File: src/rtl/mips_shift_pkg.sv
// Shared definitions for the shift unit and the iterative normalizer:
// the normalizer state encoding and the shift-op codes used by both consumers.
package mips_shift_pkg;

  typedef enum logic [1:0] {
    NS_IDLE  = 2'd0,
    NS_SHIFT = 2'd1,
    NS_DONE  = 2'd2
  } norm_state_t;

  typedef enum logic [1:0] {
    SOP_SLL = 2'b00,
    SOP_SRL = 2'b01,
    SOP_SRA = 2'b10,
    SOP_ROT = 2'b11
  } shift_op_t;

endpackage

File: src/rtl/mips_norm_detect.sv
// Combinational detector for the normalizer. It flags a zero working value.
// It also flags a value that needs no further left shift: the MSB is set in
// unsigned mode, or the top two bits differ in signed mode.
module mips_norm_detect #(
  parameter int WIDTH = 8
) (
  input  logic [WIDTH-1:0] w,
  input  logic             signed_mode,
  output logic             is_zero,
  output logic             is_norm
);

  // Zero test and mode-dependent normalization test on the current value
  always_comb begin
    is_zero = (w == '0);
    if (signed_mode) begin
      is_norm = w[WIDTH-1] ^ w[WIDTH-2];
    end else begin
      is_norm = w[WIDTH-1];
    end
  end

endmodule

File: src/rtl/mips_norm_seq.sv
// Iterative normalizer. It accepts one operand, then shifts it left one bit
// per cycle until it is normalized, and reports the shift count. The result is
// held under a valid/ready handshake, and only one operand is in flight at a time.
module mips_norm_seq
  import mips_shift_pkg::*;
#(
  parameter int WIDTH = 8,
  parameter int AMT_W = 3
) (
  input  logic             clk,
  input  logic             rst_n,
  input  logic             in_valid,
  output logic             in_ready,
  input  logic [WIDTH-1:0] in_data,
  input  logic             in_signed,
  output logic             out_valid,
  input  logic             out_ready,
  output logic [WIDTH-1:0] out_data,
  output logic [AMT_W-1:0] out_amount,
  output logic             out_zero
);

  norm_state_t      state;
  logic [WIDTH-1:0] w;
  logic             signed_mode;
  logic [AMT_W-1:0] count;
  logic             is_zero;
  logic             is_norm;

  mips_norm_detect #(
    .WIDTH(WIDTH)
  ) u_detect (
    .w          (w),
    .signed_mode(signed_mode),
    .is_zero    (is_zero),
    .is_norm    (is_norm)
  );

  // Operands are accepted only while idle, and never while reset is held
  assign in_ready = (state == NS_IDLE) && rst_n;

  // Control FSM plus working and result registers.
  // On its first DONE cycle the FSM raises out_valid. It then waits for the consumer.
  always_ff @(posedge clk) begin
    if (!rst_n) begin
      state       <= NS_IDLE;
      w           <= '0;
      signed_mode <= 1'b0;
      count       <= '0;
      out_valid   <= 1'b0;
      out_data    <= '0;
      out_amount  <= '0;
      out_zero    <= 1'b0;
    end else begin
      case (state)
        NS_IDLE: begin
          if (in_valid && in_ready) begin
            w           <= in_data;
            signed_mode <= in_signed;
            count       <= '0;
            state       <= NS_SHIFT;
          end
        end
        NS_SHIFT: begin
          if (is_zero) begin
            out_zero   <= 1'b1;
            out_data   <= '0;
            out_amount <= '0;
            state      <= NS_DONE;
          end else if (is_norm) begin
            out_zero   <= 1'b0;
            out_data   <= w;
            out_amount <= count;
            state      <= NS_DONE;
          end else begin
            w     <= w << 1;
            count <= count + 1'b1;
          end
        end
        NS_DONE: begin
          if (!out_valid) begin
            out_valid <= 1'b1;
          end else if (out_ready) begin
            out_valid <= 1'b0;
            state     <= NS_IDLE;
          end
        end
        default: begin
          state     <= NS_IDLE;
          out_valid <= 1'b0;
        end
      endcase
    end
  end

endmodule

File: config.mk
export PLATFORM = sky130hd
export DESIGN_NAME = mips_norm_seq
export DESIGN_NICKNAME = d
export VERILOG_FILES = /design/src/rtl/mips_shift_pkg.sv /design/src/rtl/mips_norm_detect.sv /design/src/rtl/mips_norm_seq.sv
export SDC_FILE = /design/constraint.sdc
export NUM_CORES = 1
export LEC_CHECK = 0
export BUFFER_PORTS_ARGS = -buffer_cell sky130_fd_sc_hd__buf_2
export CAP_MARGIN = 20
export CORE_ASPECT_RATIO = 1.2
export CORE_UTILIZATION = 48
export DETAILED_ROUTE_END_ITERATION = 6
export GPL_ROUTABILITY_DRIVEN = 0
export PLACE_DENSITY_LB_ADDON = 0.15
export SETUP_SLACK_MARGIN = 0.02
export SYNTH_ARGS = -nofsm -noshare
export SYNTH_HDL_FRONTEND = slang
export SYNTH_HIERARCHICAL = 1
export SYNTH_SLANG_ARGS = --single-unit
File: constraint.sdc
create_clock -name clk -period 2.15 [get_ports clk]
set_input_delay 0.43 -clock clk [delete_from_list [all_inputs] [get_ports clk]]
set_output_delay 0.43 -clock clk [all_outputs]
set_load 0.05 [all_outputs]
==> qor.csv, run 1 <==
metric;value;unit
p_clk_share;17.7;%
grt_pass1_wl;4.85;mm
critPathLaunchType;flip-flop;
dp_hpwl;2.01;mm
required;2390;ps
syn2layout_area_growth;16.9;%
hold_buffers;0;
outcome;finished, final reports clean;
routed_wl;2.78;mm
vias;1114;
row_count;20;
die_y;58.9;um
worstSetupPathType;flip-flop to flip-flop;
gr-total-overflow;0;
grt_max_degree;38;
synth.distinct_cells;36;
fillerInstances;255;
synth_edf_count;0;
setup_slack;150;ps
worst_pin_slew;535;ps
setup_violations;0;
syn_nets;151;
cp.arrival;2240;ps
io_pins;27;
coreArea;2550;um2
finClkSkew;7.31;ps
clkLatencyLatePin;330;ps
tritoncts;built;
slew_headroom;64.3;%
htree_levels;1;
ys_seq_elements;27;
final_area;1520;um2
diodes;0;
die_area;2910;um2
drv_cap;0;
drv_slew;0;
finalCritPeriodShare;93.0;%
grt_pass1_vias;1054;
port_buffers;26;
powerDensity;864;nW/um2
pre_cts_ws;11.7;ps
cp_max_fo;11;
finalSetupTns;0;ps
swShare;37.3;%
root_buffer;clkbuf_4;
nets;180;
track_usage;21.9;%
start_util;50.8;%
postPlaceCellArea;1460;um2
hold_ws;304;ps
p_comb_share;35.4;%
layout_commonest_cell;dfxtp_1;
fmax;500;MHz
synthesis.area;1300;um2
dp_cells;191;
syn_area_per_cell;9.53;um2
hold_viol;0;
final_cells;197;
clockBufferDepth;2;
path_clk_slew;150;ps
async_flop_share;0;%
drt_iter0_markers;32;
power.switching;488;uW
dominantRegCellSynth;dfxtp_1;
drive_above_1_share;33.5;%
clock-sinks;27;
ir_drop;0.581;mV
internal-power;821;uW
wl_per_cell;14.1;um
viasPerCell;5.65;
seq_power_share;46.9;%
seq_area_frac_synth;41.7;%
netlist_instances;136;
die_w;49.4;um
final.min_clock_period;2000;ps
yosysWarnings;6;
end_kind;flip-flop;
numCtsBuffers;3;
first_pass_iters;4;
ant_nets;0;
grt_antenna_before_repair;0;
final_cell_mix;27 x dfxtp_1, 26 x buf_2, 18 x o21ai_0;
drc;0;
rsz0062_at_grt;false;
p_leak;0.629;nW
min_path_type;primary input to flip-flop;
-- area by class of cell --
| type | count | area (um2) | area share (%) |
|---|---|---|---|
| inverters | 2 | 7.51 | 0.495 |
| multi-input cells | 98 | 713 | 47.1 |
| clock inverters | 1 | 7.51 | 0.495 |
| flip-flops and latches | 27 | 541 | 35.7 |
| repair buffers | 33 | 183 | 12.1 |
| well taps | 33 | 41.3 | 2.73 |
| clock buffers | 3 | 22.5 | 1.49 |
-- worst max-delay path, stage by stage, from the launching register on --
cell     delay [ps]
dfxtp_1         360
inv_1            60
ha_1            130
or4b_1          500
nor4_4          240
nor4b_4          90
or2_4           320
o211a_1         220
-- cells in the mapped netlist (2+ instances only) --
library cell,n,share of area (%)
ha_1,2,1.9
a21boi_0,8,4.6
nor2_1,3,0.87
or3b_2,4,2.7
buf_6,2,1.7
nor2b_1,3,1.4
o22ai_1,5,2.4
o211ai_1,7,4.1
nand2_1,16,4.6
nand2b_1,2,0.97
mux2_2,5,4.3
dfxtp_1,27,42
clkbuf_1,5,1.4
mux2i_1,4,3.1
nand4_1,2,0.97
o21ai_0,18,7.0
or3b_1,2,1.4
o211a_1,2,1.5
inv_1,2,0.58
-- through the flow --
stage / total power [mW] / utilization [%]
after detailed placement: 1.04 / 57.1
after global placement: 1.03 / 57.1
after floorplan: 0.938 / -
after CTS: 1.28 / 58.7
final: 1.31 / 59.4
after global routing: 1.39 / 59.4
-- flip-flops by register name, indices dropped and copies added, names as in the netlist --
register,flops
out_amount,3
out_valid,1
signed_mode,1
state,2
w,8
out_zero,1
count,3
out_data,8
-- power groups by stage --
stage               registers, mW  logic (mW)  clock network [mW]
floorplan                   0.616       0.322                   0
detailed placement          0.622       0.416                   0
global placement            0.621       0.406                   0
CTS                         0.614       0.430               0.239
finish                      0.615       0.464               0.232
global route                0.624       0.510               0.258
-- what timing repair did --
action	in CTS	in global routing
gates resized for setup	2	1
buffers inserted	0	2
endpoints found under the setup margin	7	16
-- cells by family (layout without fill, tap and decap cells) --
kind of cell,after synthesis,after routing,share of synthesized area [%]
mux,9,9,7.43
compound gates,42,42,20.6
simple gates,45,45,23.6
buf+inv,11,39,4.73
flops,27,27,41.7
fa+ha+maj,2,2,1.93
-- metal layers --
metal | share of wire, % | track usage, %
met3 | 3.2 | 3.62
met2 | 51 | 38.6
met4 | 1.3 | 9.80
met1 | 44 | 26.1
met5 | 0 | 0
-- path summary, 6_finish.rpt --
| check | from | to | slack [ps] | cells after the start |
|---|---|---|---|---|
| worst max-delay path | w[6] | w[1] | 150 | 7 |
| worst min-delay path | in_data[0] | w[0] | 300 | 3 |
| worst max register to register | w[6] | w[1] | 150 | 7 |
| worst min register to register | out_data[5] | out_data[5] | 480 | 2 |
No activity file was read; power rests on OpenSTA's default activity.
==> run 2: changes to the inputs <==
--- a/config.mk
+++ b/config.mk
@@ -5,11 +5,12 @@
 export SDC_FILE = /design/constraint.sdc
 export NUM_CORES = 1
 export LEC_CHECK = 0
-export BUFFER_PORTS_ARGS = -buffer_cell sky130_fd_sc_hd__buf_2
 export CAP_MARGIN = 20
 export CORE_ASPECT_RATIO = 1.2
-export CORE_UTILIZATION = 48
+export CORE_UTILIZATION = 55
+export CTS_CLUSTER_DIAMETER = 80
 export DETAILED_ROUTE_END_ITERATION = 6
+export DONT_BUFFER_PORTS = 1
 export GPL_ROUTABILITY_DRIVEN = 0
 export PLACE_DENSITY_LB_ADDON = 0.15
 export SETUP_SLACK_MARGIN = 0.02
==> run 2 against run 1 <==
  * Register-to-register slack got worse by 60 ps
  * Sequential cell count did not move
  * Critical endpoint unchanged
  * Clock skew rose by 2.4 ps
  * Largest cell class unchanged
  * Power rose by 1.2%
  * Sequential share of layout area rose by 2.7 points
  * Combinational power fell by 2%
  * Cell area fell by 7.0%
  * Global-route usage rose by 1.5 points
  * Via count fell by 11%
  * Utilization rose by 6.5 points
  * Worst hold slack got worse by 89 ps
  * Sequential power rose by 5.4%
==> qor.csv, run 2 (synthesis gave the netlist of run 1 again) <==
metric;value;unit
finalCritPeriodShare;95.7;%
clockBufferDepth;2;
dp_cells;163;
clock-sinks;27;
grt_use_met2;38.0;%
ir_drop;0.589;mV
p_comb_share;34.1;%
postPlaceCellArea;1330;um2
final_area;1410;um2
finClkSkew;9.69;ps
critPathLaunchType;flip-flop;
worstSetupPathType;flip-flop to flip-flop;
reg_top3;out_data x8, w x8;
p_leak;0.517;nW
internal-power;839;uW
drv_cap;0;
syn2layout_area_growth;8.69;%
gr-total-overflow;0;
diodes;0;
root_buffer;clkbuf_4;
viasPerCell;5.84;
grt_antenna_before_repair;0;
track_usage;23.3;%
die_area;2560;um2
critPathTopFamily;simple AND/OR/NAND/NOR gates;
drive_above_1_share;22.9;%
path_clk_slew;150;ps
seq_power_share;48.9;%
slew_headroom;58.0;%
min_path_type;primary input to flip-flop;
row_count;18;
final.min_clock_period;2060;ps
rsz0062_at_grt;false;
cp_max_fo;11;
nets;156;
die_y;55.2;um
slowest_stage;or4b_4;
die_w;46.3;um
tritoncts;built;
p_clk_share;16.9;%
port_buffers;0;
dp_hpwl;1.89;mm
power.switching;487;uW
io_pins;27;
worst_pin_slew;630;ps
numCtsBuffers;3;
powerDensity;941;nW/um2
hold_viol;0;
grt_util_met1;29.3;%
grt_util_met3;4.87;%
grt_busiest_layer;met2;
drv_slew;0;
grt_max_degree;39;
cp.arrival;2290;ps
worstPathCellList;inv_1 -> ha_1 -> or4b_4 -> nor4_4 -> nor4b_4 -> or2_4 -> o211a_1;
final_cell_mix;27 x dfxtp_1, 18 x o21ai_0, 16 x nand2_1;
end_kind;flip-flop;
cp_slowest_stage_delay;480;ps
htree_levels;1;
first_pass_iters;4;
finalCoreUtilization;65.8;%
layout_commonest_cell;dfxtp_1;
start_util;60.6;%
routed_wl;2.73;mm
ant_nets;0;
grt_pass1_wl;4.22;mm
final_cells;170;
required;2380;ps
grt_pass1_vias;905;
wl_per_cell;16.1;um
drc;0;
drt_iter0_markers;11;
fillerInstances;190;
finalPower;1.33;mW
swShare;36.7;%
setup_violations;0;
coreArea;2140;um2
clkLatencyLatePin;330;ps
outcome;finished, final reports clean;
fmax;486;MHz
vias;993;
crit_buf_inv;1;
[run 2: cell type report]
type,count,area [um2],share of cell area (%)
multi-input combinational,98,722,51.2
sequential,27,541,38.4
timing repair buffer,9,71.3,5.06
tap,30,37.5,2.66
clock buffer,3,22.5,1.60
clock inverter,1,7.51,0.533
inverter,2,7.51,0.533
[run 2: power groups by stage]
stage               combinational [mW]  sequential [mW]  clock, mW
global placement                 0.349            0.655          0
CTS                              0.378            0.647      0.235
global route                     0.486            0.658      0.251
floorplan                        0.322            0.616          0
detailed placement               0.364            0.655          0
finish                           0.453            0.648      0.224
[run 2: per-stage QoR]
stage | TNS, ps | hold WS (ps) | worst slack (ps)
floorplan | 0 | 447 | 116
global placement | 0 | 466 | 87.9
detailed placement | -23.0 | 480 | -10.1
CTS | 0 | 205 | 47.5
global route | 0 | 195 | 4.92
finish | 0 | 215 | 93.4
[run 2: worst paths after layout]
path,endpoint,slack (ps),startpoint,depth (start not counted)
min reg2reg,count[1],500,count[1],2
max,w[1],90,w[7],7
max reg2reg,w[1],90,w[7],7
min,state[0],210,rst_n,1
[run 2: repair_timing]
item                                    in CTS  in global routing
hold buffers                                 0                  0
endpoints found under the setup margin       7                 17
resized for setup                            2                  4
gates cloned                                 0                  0
setup buffers                                0                  3
[run 2: per-layer routing]
layer / part of all wire (%) / vias up
met5: 0 / -
met4: 1.2 / 0
met3: 2.6 / 4
met2: 52 / 15
met1: 44 / 471
li1: - / 503
==> run 3: changes to the inputs <==
--- a/config.mk
+++ b/config.mk
@@ -6,7 +6,6 @@
 export NUM_CORES = 1
 export LEC_CHECK = 0
 export CAP_MARGIN = 20
-export CORE_ASPECT_RATIO = 1.2
 export CORE_UTILIZATION = 55
 export CTS_CLUSTER_DIAMETER = 80
 export DETAILED_ROUTE_END_ITERATION = 6
==> run 3 against run 2 <==
  * Sequential power shrank 0.9%
  * Final cell count fell by 2.4%
  * Wire length down 3.1%
  * Clock-buffer cell count unchanged
  * Die area about the same
  * Worst hold slack lost 3.9 ps
  * Clock skew fell by 5.7 ps
  * Sequential share of layout area is 0.73 points higher
  * Global-route usage down 0.71 points
  * Critical endpoint is now w[7]
  * Critical path type unchanged
  * Cell area down 1.9%
  * Maximum frequency is 1.6% higher
  * Via count up 0.20%
==> qor.csv, run 3 (synthesis gave the netlist of run 1 again) <==
metric;value;unit
routed_wl;2.65;mm
grt_util_met3;3.33;%
coreArea;2210;um2
min_path_type;primary input to flip-flop;
die_w;50.5;um
fmax;494;MHz
drive_above_1_share;21.0;%
slowest_stage;or4b_1;
slew_headroom;64.4;%
viasPerCell;5.99;
first_pass_iters;4;
grt_max_degree;39;
finalSetupTns;0;ps
die_y;50.5;um
finalCoreUtilization;62.5;%
drv_cap;0;
r2r_start;w[6];
diodes;0;
outcome;finished, final reports clean;
final.min_clock_period;2020;ps
p_leak;0.506;nW
cp.arrival;2270;ps
grt_pass1_vias;945;
vias;995;
fillerInstances;194;
rsz0062_at_grt;false;
reg_top3;out_data x8, w x8;
crit_buf_inv;1;
path_clk_slew;150;ps
post_cts_buffers;0;
clock-sinks;27;
drv_slew;0;
drt_iter0_markers;6;
htree_levels;1;
grt_pass1_wl;4.30;mm
tritoncts;built;
final_cells;166;
final_area;1380;um2
worstSetupPathType;flip-flop to flip-flop;
syn2layout_area_growth;6.66;%
setup_violations;0;
die_area;2550;um2
numCtsBuffers;3;
ant_nets;0;
cp_max_fo;11;
finalCritPeriodShare;94.2;%
worst_pin_slew;533;ps
worstPathCellList;inv_1 -> ha_1 -> or4b_1 -> nor4_4 -> nor4b_4 -> or2_4 -> o211a_1;
grt_antenna_before_repair;0;
ir_drop;0.577;mV
clkLatencyLatePin;330;ps
start_util;58.6;%
critPathTopFamily;simple AND/OR/NAND/NOR gates;
finClkSkew;3.96;ps
layout_commonest_cell;dfxtp_1;
nets;154;
port_buffers;0;
dp_cells;162;
min_from;rst_n;
track_usage;22.6;%
dp_hpwl;1.85;mm
clockBufferDepth;2;
io_pins;27;
final_cell_mix;27 x dfxtp_1, 17 x o21ai_0, 16 x nand2_1;
end_kind;flip-flop;
gr-total-overflow;0;
critPathLaunch;w[6];
wl_per_cell;16.0;um
postPlaceCellArea;1340;um2
powerDensity;917;nW/um2
row_count;17;
cp_slowest_stage_delay;490;ps
hold_viol;0;
grt_util_met1;30.2;%
required;2390;ps
grt_busiest_layer;met2;
critPathLaunchType;flip-flop;
grt_use_met2;36.0;%
drc;0;
root_buffer;clkbuf_4;
-- run 3: cell count changes in the layout (fill, tap and decap cells not counted) --
| cell | delta |
|---|---|
| o21ai_1 | +1 |
| nor2_2 | +1 |
| buf_4 | -2 |
| o21ai_0 | -1 |
| nor2_4 | -1 |
| or4b_4 | -1 |
| or4b_1 | +1 |
-- run 3: power by group --
group,switching [mW],leakage (nW),internal [mW]
Sequential,0.0925,0.220,0.549
Combinational,0.220,0.272,0.182
Clock,0.153,0.0139,0.0712
-- run 3: final timing paths --
path	slack, ps	cells after the start	endpoint
max	130	7	w[7]
min	210	1	w[1]
max reg2reg	130	7	w[7]
min reg2reg	480	2	count[1]
-- run 3: final cells by class --
class,instances,area (um2),share of cell area (%)
multi-input cells,98,713,51.6
flip-flops and latches,27,541,39.1
repair buffers,7,56.3,4.07
well taps,28,35.0,2.53
clock buffers,3,22.5,1.63
clock inverters,1,7.51,0.543
inverters,2,7.51,0.543
-- run 3: repair_timing --
item	in CTS	in global routing
setup endpoints to repair	3	22
hold buffers	0	0
gates resized for setup	1	4
-- run 3: worst register-to-register path, stage by stage (launching register included) --
cell and delay (ps):
dfxtp_1 360, inv_1 70, ha_1 140, or4b_1 490, nor4_4 250, nor4b_4 90, or2_4 320, o211a_1 220
-- run 3: per-layer routing --
metal | wire length [um] | part of all wire, % | up-vias
met1 | 1220 | 46 | 475
li1 | - | - | 496
met4 | 33 | 1.2 | 0
met2 | 1310 | 50 | 20
met5 | 0 | 0 | -
met3 | 82 | 3.1 | 4
-- run 3: metrics by stage --
| stage | total power, mW | setup slack, ps | hold WS [ps] |
|---|---|---|---|
| CTS | 1.25 | 28.6 | 209 |
| finish | 1.27 | 125 | 211 |
| floorplan | 0.938 | 116 | 447 |
| global route | 1.35 | 35.4 | 192 |
| detailed placement | 1.02 | 29.4 | 466 |
| global placement | 1.01 | 112 | 459 |
